## src/rtl/axi4_lite_slv_reg_file.sv

```systemverilog
// AXI4-Lite slave register file: NUM_REGS word registers with byte strobes, read-only
// status slots, independently buffered AW/W channels and per-register write pulses.
module axi4_lite_slv_reg_file #(
  parameter int unsigned                        ADDR_BIT_WIDTH = 4,
  parameter int unsigned                        DATA_BIT_WIDTH = 32,
  parameter int unsigned                        NUM_REGS       = 4,
  parameter logic [NUM_REGS-1:0]                RO_MASK        = '0,
  parameter logic [NUM_REGS*DATA_BIT_WIDTH-1:0] RST_VALS       = '0
) (
  input  logic                               i_clk,
  input  logic                               i_sync_rst,
  input  logic [ADDR_BIT_WIDTH-1:0]          i_awaddr,
  input  logic [2:0]                         i_awprot,
  input  logic                               i_awvalid,
  output logic                               o_awready,
  input  logic [DATA_BIT_WIDTH-1:0]          i_wdata,
  input  logic [DATA_BIT_WIDTH/8-1:0]        i_wstrb,
  input  logic                               i_wvalid,
  output logic                               o_wready,
  output logic [1:0]                         o_bresp,
  output logic                               o_bvalid,
  input  logic                               i_bready,
  input  logic [ADDR_BIT_WIDTH-1:0]          i_araddr,
  input  logic [2:0]                         i_arprot,
  input  logic                               i_arvalid,
  output logic                               o_arready,
  output logic [DATA_BIT_WIDTH-1:0]          o_rdata,
  output logic [1:0]                         o_rresp,
  output logic                               o_rvalid,
  input  logic                               i_rready,
  output logic [NUM_REGS*DATA_BIT_WIDTH-1:0] o_regs,
  output logic [NUM_REGS-1:0]                o_wr_pulse,
  input  logic [NUM_REGS*DATA_BIT_WIDTH-1:0] i_ro_vals
);

  localparam int unsigned StrbW      = DATA_BIT_WIDTH / 8;
  localparam int unsigned OffW       = $clog2(StrbW);
  localparam int unsigned IdxW       = ADDR_BIT_WIDTH - OffW;
  localparam logic [1:0]  RespOkay   = 2'b00;
  localparam logic [1:0]  RespSlvErr = 2'b10;

  logic                      aw_full_q, aw_full_d;
  logic [IdxW-1:0]           aw_idx_q, aw_idx_d;
  logic                      w_full_q, w_full_d;
  logic [DATA_BIT_WIDTH-1:0] w_data_q, w_data_d;
  logic [StrbW-1:0]          w_strb_q, w_strb_d;
  logic                      bvalid_q, bvalid_d;
  logic [1:0]                bresp_q, bresp_d;
  logic                      rvalid_q, rvalid_d;
  logic [DATA_BIT_WIDTH-1:0] rdata_q, rdata_d;
  logic [1:0]                rresp_q, rresp_d;
  logic [NUM_REGS-1:0]       wr_pulse_q, wr_pulse_d;
  logic [DATA_BIT_WIDTH-1:0] regs_q [NUM_REGS];
  logic [DATA_BIT_WIDTH-1:0] regs_d [NUM_REGS];

  logic            aw_hs, w_hs, ar_hs, commit;
  logic [IdxW-1:0] ar_idx;

  // Protection bits and sub-word address bits carry no meaning here.
  logic unused_in;
  assign unused_in = ^{i_awprot, i_arprot, i_awaddr[OffW-1:0], i_araddr[OffW-1:0]};

  assign o_awready  = !aw_full_q && !i_sync_rst;
  assign o_wready   = !w_full_q && !i_sync_rst;
  assign o_arready  = !rvalid_q && !i_sync_rst;
  assign o_bvalid   = bvalid_q;
  assign o_bresp    = bresp_q;
  assign o_rvalid   = rvalid_q;
  assign o_rdata    = rdata_q;
  assign o_rresp    = rresp_q;
  assign o_wr_pulse = wr_pulse_q;

  assign aw_hs  = i_awvalid && o_awready;
  assign w_hs   = i_wvalid && o_wready;
  assign ar_hs  = i_arvalid && o_arready;
  assign commit = aw_full_q && w_full_q && !bvalid_q;
  assign ar_idx = i_araddr[ADDR_BIT_WIDTH-1:OffW];

  for (genvar g = 0; g < NUM_REGS; g++) begin : g_regs_out
    assign o_regs[g*DATA_BIT_WIDTH +: DATA_BIT_WIDTH] = regs_q[g];
  end

  // Write path: aw_hs and commit are mutually exclusive (aw_full gates both).
  always_comb begin
    aw_full_d  = aw_full_q;
    aw_idx_d   = aw_idx_q;
    w_full_d   = w_full_q;
    w_data_d   = w_data_q;
    w_strb_d   = w_strb_q;
    bvalid_d   = bvalid_q;
    bresp_d    = bresp_q;
    wr_pulse_d = '0;
    for (int unsigned k = 0; k < NUM_REGS; k++) begin
      regs_d[k] = regs_q[k];
    end

    if (aw_hs) begin
      aw_full_d = 1'b1;
      aw_idx_d  = i_awaddr[ADDR_BIT_WIDTH-1:OffW];
    end
    if (w_hs) begin
      w_full_d = 1'b1;
      w_data_d = i_wdata;
      w_strb_d = i_wstrb;
    end
    if (bvalid_q && i_bready) begin
      bvalid_d = 1'b0;
    end

    if (commit) begin
      aw_full_d = 1'b0;
      w_full_d  = 1'b0;
      bvalid_d  = 1'b1;
      bresp_d   = RespSlvErr;
      for (int unsigned k = 0; k < NUM_REGS; k++) begin
        if (32'(aw_idx_q) == k && !RO_MASK[k]) begin
          bresp_d       = RespOkay;
          wr_pulse_d[k] = 1'b1;
          for (int unsigned b = 0; b < StrbW; b++) begin
            if (w_strb_q[b]) begin
              regs_d[k][8*b +: 8] = w_data_q[8*b +: 8];
            end
          end
        end
      end
    end
  end

  // Read path samples regs_q, so a same-cycle commit is not visible yet.
  always_comb begin
    rvalid_d = rvalid_q;
    rdata_d  = rdata_q;
    rresp_d  = rresp_q;
    if (rvalid_q && i_rready) begin
      rvalid_d = 1'b0;
    end
    if (ar_hs) begin
      rvalid_d = 1'b1;
      rdata_d  = '0;
      rresp_d  = RespSlvErr;
      for (int unsigned k = 0; k < NUM_REGS; k++) begin
        if (32'(ar_idx) == k) begin
          rresp_d = RespOkay;
          rdata_d = RO_MASK[k] ? i_ro_vals[k*DATA_BIT_WIDTH +: DATA_BIT_WIDTH] : regs_q[k];
        end
      end
    end
  end

  always_ff @(posedge i_clk) begin
    if (i_sync_rst) begin
      aw_full_q  <= 1'b0;
      aw_idx_q   <= '0;
      w_full_q   <= 1'b0;
      w_data_q   <= '0;
      w_strb_q   <= '0;
      bvalid_q   <= 1'b0;
      bresp_q    <= RespOkay;
      rvalid_q   <= 1'b0;
      rdata_q    <= '0;
      rresp_q    <= RespOkay;
      wr_pulse_q <= '0;
      for (int unsigned k = 0; k < NUM_REGS; k++) begin
        regs_q[k] <= RST_VALS[k*DATA_BIT_WIDTH +: DATA_BIT_WIDTH];
      end
    end else begin
      aw_full_q  <= aw_full_d;
      aw_idx_q   <= aw_idx_d;
      w_full_q   <= w_full_d;
      w_data_q   <= w_data_d;
      w_strb_q   <= w_strb_d;
      bvalid_q   <= bvalid_d;
      bresp_q    <= bresp_d;
      rvalid_q   <= rvalid_d;
      rdata_q    <= rdata_d;
      rresp_q    <= rresp_d;
      wr_pulse_q <= wr_pulse_d;
      for (int unsigned k = 0; k < NUM_REGS; k++) begin
        regs_q[k] <= regs_d[k];
      end
    end
  end

endmodule

```

## config.mk

```make
export PLATFORM = sky130hd
export DESIGN_NAME = axi4_lite_slv_reg_file
export DESIGN_NICKNAME = d
export VERILOG_FILES = /design/src/rtl/axi4_lite_slv_reg_file.sv
export SDC_FILE = /design/constraint.sdc
export NUM_CORES = 1
export LEC_CHECK = 0
export ABC_AREA = 1
export CAP_MARGIN = 0
export CORE_MARGIN = 2
export CORE_UTILIZATION = 44
export DETAILED_ROUTE_END_ITERATION = 6
export PLACE_DENSITY_LB_ADDON = 0.15
export SYNTH_ARGS = -nofsm -noshare
export SYNTH_HDL_FRONTEND = slang
export SYNTH_SLANG_ARGS = --single-unit
export TNS_END_PERCENT = 50
```

## constraint.sdc

```tcl
create_clock -name i_clk -period 1.74 [get_ports i_clk]
set_clock_uncertainty 0.05 [all_clocks]
set_input_delay 0.261 -clock i_clk [delete_from_list [all_inputs] [get_ports i_clk]]
set_output_delay 0.261 -clock i_clk [all_outputs]
set_load 0.01 [all_outputs]
```

Yosys cells after proc, flatten, opt, wreduce, memory -nomap -nowiden
Memories as Yosys holds them, arrays and structs flattened. Cells that the tools add are included.

Memory bits (writable): 128. Logic and storage cells: 92. Bits in registers: 82. Bits of input ports: 185. Memories kept: 1.

Memories: regs_q (depth 4, bits a word 32, rd ports 4, clocked after Yosys merged registers in 0, wr ports 4, line 53) `logic [DATA_BIT_WIDTH-1:0] regs_q [NUM_REGS];`.

Bitwise logic cells: 5. Reductions and logical operators: 21. Equal/unequal tests: 6. Mux-type cells: 48.

Operators by type and width (number): two-way mux 32 bit (12); two-way mux 128 bit (1); two-way mux 8 bit (16); two-way mux 2 bit (8); two-way mux 1 bit (11); logical AND 1 bit (10); == test 2 bit, second input constant (4); logical NOT 1 bit (5); == test 2 x 1 -> 1 bit, second input constant (2); logical NOT 2 bit (2); bitwise OR 1 bit (4); nonzero test 2 bit (2); OR reduction 2 bit (2); NOT 1 bit (1).

Longest topological paths before layout
Gate-level depths: netlist of run 1.

Depth after elaboration: 5. Depth in mapped cells: 8.

Least setup slack after synthesis of run 1
OpenSTA, ideal clock, no wires.

Path kind: reg2reg. Start point: register bvalid_q (netlist: o_bvalid). End point: memory regs_q[2][0]. Required time: 1577 ps. Data arrival time: 1169 ps. Cell stages (with the launch flop): 8. Clock period less this slack: 1332 ps. Buffers on the path: 1. Path slack: 408 ps. Path through: dfxtp_1 inv_1 nand3_2 nor2_4 buf_6 nand3_1 nand2_1 nor2_1.

RTL lines: start: declaration (line 47) `logic bvalid_q, bvalid_d;`; start signal: assignment (line 172) `bvalid_q <= bvalid_d;`; end: declaration (line 53).

Worst setup path after layout of run 1
Start point: register rdata_q[3] (netlist: o_rdata[3]). End point: output o_rdata[3].

RTL lines: start: declaration (line 50) `logic [DATA_BIT_WIDTH-1:0] rdata_q, rdata_d;`; start signal: assignment (line 175) `rdata_q <= rdata_d;`; end: declaration (line 27) `output logic [DATA_BIT_WIDTH-1:0] o_rdata,`.

No word-level cell between the ends.

==> results_dict.tcl, run 1 <==
set metrics [dict create \
    clock_path_buffers 3 \
    syn_inst 1271 \
    max_freq_ghz 0.585 \
    slowest_stage "clkdlybuf4s50_1" \
    worst_slack_ns 0.0298 \
    pwr_density_cell_nw_per_um2 890 \
    worstMarginPinSlew_ns 0.579 \
    final_antenna_net_count 0 \
    clk_latency_ns 0.51 \
    post-dp-hpwl_mm 19.5 \
    crit_fanout 2 \
    die_area_sq_um 21600 \
    viasPerCell 5.12 \
    cts_tree "yes" \
    cp.arrival_ns 1.40 \
    drtIter0Drc 633 \
    cpLargestDelayFamily "buffers and inverters" \
    hp-class "in -> reg" \
    grt_max_degree 45 \
    outcome "finished clean" \
    cts-root-buf "clkbuf_16" \
    utilization 0.610 \
    clock_sinks 208 \
    slew_violations 0 \
    required_ns 1.43 \
    fin_crit_sh 0.983 \
    core-area_sq_um 20200 \
    netlist_top_cells_count "nor2_1, nand2_1, dfxtp_1, nand3_1, inv_1" \
    synth-edff-count 0 \
    fin_nets 1653 \
    dp_slack_ns 0.109 \
    leakagePower_uw 0.00593 \
    wl_mm 29.4 \
    crit_buf_inv 1 \
    synth_top_area_frac 0.463 \
    synth_cell_types 24 \
    hold_buffers 0 \
    seq_area_frac_synth 0.463 \
    critPathMaxStageDelay_ns 0.54 \
    syn_area_sq_um 9000 \
    antenna_found_initial 2 \
    hold_viol 0 \
    grt.total_usage 0.264 \
    vdd.ir_drop.worst_mv 0.568 \
    grt_pass1_vias 8109 \
    period_needed_ns 1.71 \
    grt-ovfl-total 0 \
    avgSynthCellArea_sq_um 7.08 \
    chipHeight_um 147 \
    synth_seq_cells 208 \
    max-slew-margin-rel 0.614 \
    wl_per_cell_um 16.8 \
    worstPathCellList "clkdlybuf4s50_1" \
    pin_count 358 \
    critPathKind "reg -> out" \
    async_reset_ff_frac 0 \
    synth_ff_type "dfxtp_1" \
    whs_ns 0.0343 \
    synth.most_common_cell "nor2_1" \
    cp-start-kind "flop" \
    num_rows 52 \
    vias 8981 \
    dp.cells 1713 \
    syn_to_final_growth_pct 36.6 \
    drv_cap 0 \
    critPathCaptureType "output port" \
    yosysTopAreaCell "dfxtp_1" \
    die_w_um 147 \
    gp_congestion 0.834 \
    start_util 0.446 \
    clk_pin_slew_ns 0.06 \
    setup_viol 0 \
    htree_num_levels 1 \
    grt_pass1_wl_mm 45.5 \
    ys_warn_count 0 \
    drive_gt1_frac 0.0809 \
    fin_cells 1754 \
    route.detailed.drc 0 \
    drtPass1Iterations 5 \
    cts_buffers 23 \
    setup_tns_ns 0 \
    rsz0062_at_grt "false" \
    port_buffers 217 \
    synth_area_leaders "dfxtp_1, nor2_1, nand2_1" \
]
[metrics by stage]
step	total power (uW)	cell area [sq um]
after floorplan	5640	9010
after global placement	6110	11500
after detailed placement	6120	11500
after CTS	11000	12200
after global routing	11300	12300
final	10900	12300
[worst paths after layout]
| check | to | cells after the start | slack (ns) | startpoint |
|---|---|---|---|---|
| worst max register to register | regs_q[2][4] | 6 | 0.27 | aw_full_q |
| worst max-delay path | o_rdata[3] | 1 | 0.03 | o_rdata[3] |
| worst min register to register | o_bresp[1] | 2 | 0.40 | o_bresp[1] |
| worst min-delay path | o_rdata[1] | 2 | 0.03 | i_sync_rst |
[timing repair]
action	in CTS	in global routing
setup endpoints to repair	101	39
setup buffers	0	0
endpoints found under the hold margin	0	0
resized for setup	103	39
[power by group]
group / switching (uW) / internal [uW]
Sequential: 56.9 / 4870
Combinational: 693 / 394
Clock: 1950 / 2980
Total: 2700 / 8240
[layout make-up]
cell class / count / area [sq um]
fill: 1886 / 7870
multi-input combinational: 933 / 4220
sequential: 208 / 4170
timing repair buffer: 255 / 2620
clock buffer: 33 / 673
tap: 270 / 338
inverter: 47 / 179
clock inverter: 7 / 95.1
antenna: 1 / 2.50
[sequential cells by signal, indices dropped and copies added (netlist names)]
name	flops
o_rvalid	1
o_wr_pulse	4
o_bvalid	1
o_rresp	1
o_bresp	1
w_strb_q	4
w_data_q	32
o_rdata	32
regs_q	128
aw_full_q	1
aw_idx_q	2
w_full_q	1
[layout by cell type, fill, tap and decap left out, types with 2 or more instances in the layout]
cell type,n
clkinv_2,2
nor2_1,332
dfxtp_2,4
clkbuf_16,23
buf_2,2
nand2_1,268
inv_2,4
dlymetal6s2s_1,39
nand2_2,2
nand3_1,192
buf_4,23
clkbuf_8,6
o21ai_0,33
dlygate4sd2_1,99
bufinv_16,2
inv_1,42
nand2_4,4
a21oi_1,32
dfxtp_1,204
nor2_4,24
buf_12,16
clkbuf_1,4
conb_1,2
o31ai_1,39
clkdlybuf4s50_1,76
[logic make-up after synthesis]
| group | count (synthesis) | synth area share |
|---|---|---|
| buffers and inverters | 131 | 0.0721 |
| AOI/OAI and AO/OA | 104 | 0.0687 |
| DFF | 208 | 0.463 |
| other | 1 | 0.000417 |
| and+or+nand+nor | 827 | 0.396 |
[routing by layer]
layer  global-route usage  up-vias  part of all wire
li1                     -     4467                 -
met1                0.381     4082              0.46
met2                0.397      379              0.43
met3               0.0627       49             0.097
met4               0.0678        4             0.017
met5                    0        -           0.00092
Power figures use the tool's default switching activity.
==> run 2, diff against run 1 <==
CORE_UTILIZATION = 47   (was 44)
SLEW_MARGIN = 10   (was default)
clock period = 2.15 ns   (was 1.74 ns; I/O delays follow)
==> run 2 against run 1 <==
Against the previous run: global-route usage is 1.4 points higher; critical path depth stayed put; combinational power is 21% lower; flip-flop and latch count stayed put; count of clock-buffer cells in the layout is 1 lower; sequential power is 19% lower; worst hold slack better by 0.099 ns; sequential share of layout area is 0.68 points higher.
==> results_dict.tcl, run 2 (synthesis gave the netlist of run 1 again) <==
set metrics [dict create \
    hold_depth 2 \
    cp.arrival_ns 1.56 \
    fin_crit_sh 0.898 \
    clock_sinks 208 \
    vdd.ir_drop.worst_mv 0.620 \
    rsz0062_at_grt "false" \
    clk_pin_slew_ns 0.05 \
    cp-start-kind "flop" \
    pwr_density_cell_nw_per_um2 703 \
    clk_latency_ns 0.50 \
    largest-register "regs_q" \
    port_buffers 217 \
    hp-class "in -> reg" \
    antenna_found_initial 1 \
    p_switching_uw 2140 \
    slew_violations 0 \
    path_depth 1 \
    r2r_start "aw_idx_q[1]" \
    grt_pass1_vias 7866 \
    worst_slack_ns 0.220 \
    post_cts_resized 0 \
    core-area_sq_um 18800 \
    final_antenna_net_count 0 \
    clock_path_buffers 3 \
    viasPerCell 5.25 \
    drv_cap 0 \
    grt_max_degree 77 \
    crit_buf_inv 1 \
    mostFrequentLayoutCells "nor2_1, nand2_1, clkdlybuf4s50_1, dfxtp_1, nand3_1" \
    required_ns 1.78 \
    dp_slack_ns 0.196 \
    gp_congestion 0.853 \
    cts_tree "yes" \
    critPathMaxStageDelay_ns 0.60 \
    cts-root-buf "clkbuf_16" \
    period_needed_ns 1.93 \
    max-slew-margin-rel 0.612 \
    route.detailed.drc 0 \
    comb_power_share 0.102 \
    grt.total_usage 0.277 \
    post-dp-hpwl_mm 19.2 \
    rr_endpoint "regs_q[2][7]" \
    p_seq_frac 0.471 \
    cpLargestDelayFamily "buffers and inverters" \
    crit_path_end "o_bvalid" \
    start_util 0.480 \
    syn_to_final_growth_pct 33.8 \
    reg2reg_depth 6 \
    pin_count 358 \
    die_w_um 142 \
    hold_buffers 0 \
    outcome "finished clean" \
    setup_tns_ns 0 \
    htree_num_levels 1 \
    grt-ovfl-total 0 \
    chipHeight_um 142 \
    p_int_uw 6320 \
    max_freq_ghz 0.518 \
    hold_viol 0 \
    drive_gt1_frac 0.0693 \
    wl_per_cell_um 16.9 \
    num_rows 50 \
    cts_buffers 23 \
    grt_pass1_wl_mm 44.3 \
    layout_commonest_cell "nor2_1" \
    slowest_stage "clkdlybuf4s50_1" \
    critPathCaptureType "output port" \
    drtPass1Iterations 5 \
    crit_start "o_bvalid" \
    largest_register_ffs 128 \
    critPathKind "reg -> out" \
    worstMarginPinSlew_ns 0.582 \
    die_area_sq_um 20300 \
    drtIter0Drc 645 \
    ff2ff_setup_slack_ns 0.43 \
    crit_fanout 3 \
    p_clk_frac 0.427 \
    wl_mm 28.9 \
    leakagePower_uw 0.00462 \
    post_cts_buffers 0 \
    vias 8967 \
    worstPathCellList "clkdlybuf4s50_1" \
    setup_viol 0 \
    p_sw_frac 0.253 \
    fin_nets 1643 \
]
run 2: changes by cell type in the layout (fill, tap and decap cells not counted), moves of 3 or more:
| cell | previous run | this run |
|---|---|---|
| clkbuf_8 | 6 | 3 |
| buf_12 | 16 | 10 |
| dfxtp_1 | 204 | 208 |
| dlymetal6s2s_1 | 39 | 0 |
| buf_4 | 23 | 19 |
| dfxtp_2 | 4 | 0 |
| clkdlybuf4s50_1 | 76 | 215 |
| dlygate4sd2_1 | 99 | 0 |
| clkinv_2 | 2 | 5 |
run 2: worst min path at each step:
| stage | slack [ns] | from | end |
|---|---|---|---|
| after CTS | 0.13 | i_sync_rst | o_rresp[1] |
| after detailed placement | 0.38 | o_bresp[1] | o_bresp[1] |
| after floorplan | 0.37 | i_bready | o_bvalid |
| final | 0.13 | i_sync_rst | o_rresp[1] |
| after global placement | 0.37 | o_bresp[1] | o_bresp[1] |
| after global routing | 0.18 | i_sync_rst | o_rdata[25] |
run 2: area by class of cell:
class / count / area [sq um]
timing repair buffer: 245 / 2500
tap: 234 / 293
clock inverter: 7 / 41.3
antenna: 1 / 2.50
sequential: 208 / 4160
multi-input combinational: 933 / 4220
clock buffer: 32 / 639
inverter: 47 / 179
fill: 1722 / 6730
run 2: per-layer routing:
layer  GRT usage  part of all wire
met1       0.398              0.45
met2       0.417              0.42
met3      0.0707              0.11
met4      0.0698             0.020
met5           0                 0
run 2: power by group through the flow:
stage	clock [uW]	sequential, uW	combinational, uW
floorplan	0	4070	487
global route	3820	4000	939
detailed placement	0	4070	850
global placement	0	4070	842
CTS	3660	3990	854
finish	3610	3990	861
run 2: metrics by stage:
step	std cells	hold slack [ns]	util	cell area [sq um]	power [uW]
final	1707	0.134	0.642	12000	8460
after global routing	1706	0.178	0.641	12000	8760
after CTS	1706	0.132	0.641	12000	8500
after detailed placement	1667	0.376	0.605	11400	4920
after global placement	1667	0.365	0.605	11400	4910
after floorplan	1272	0.374	-	9010	4560
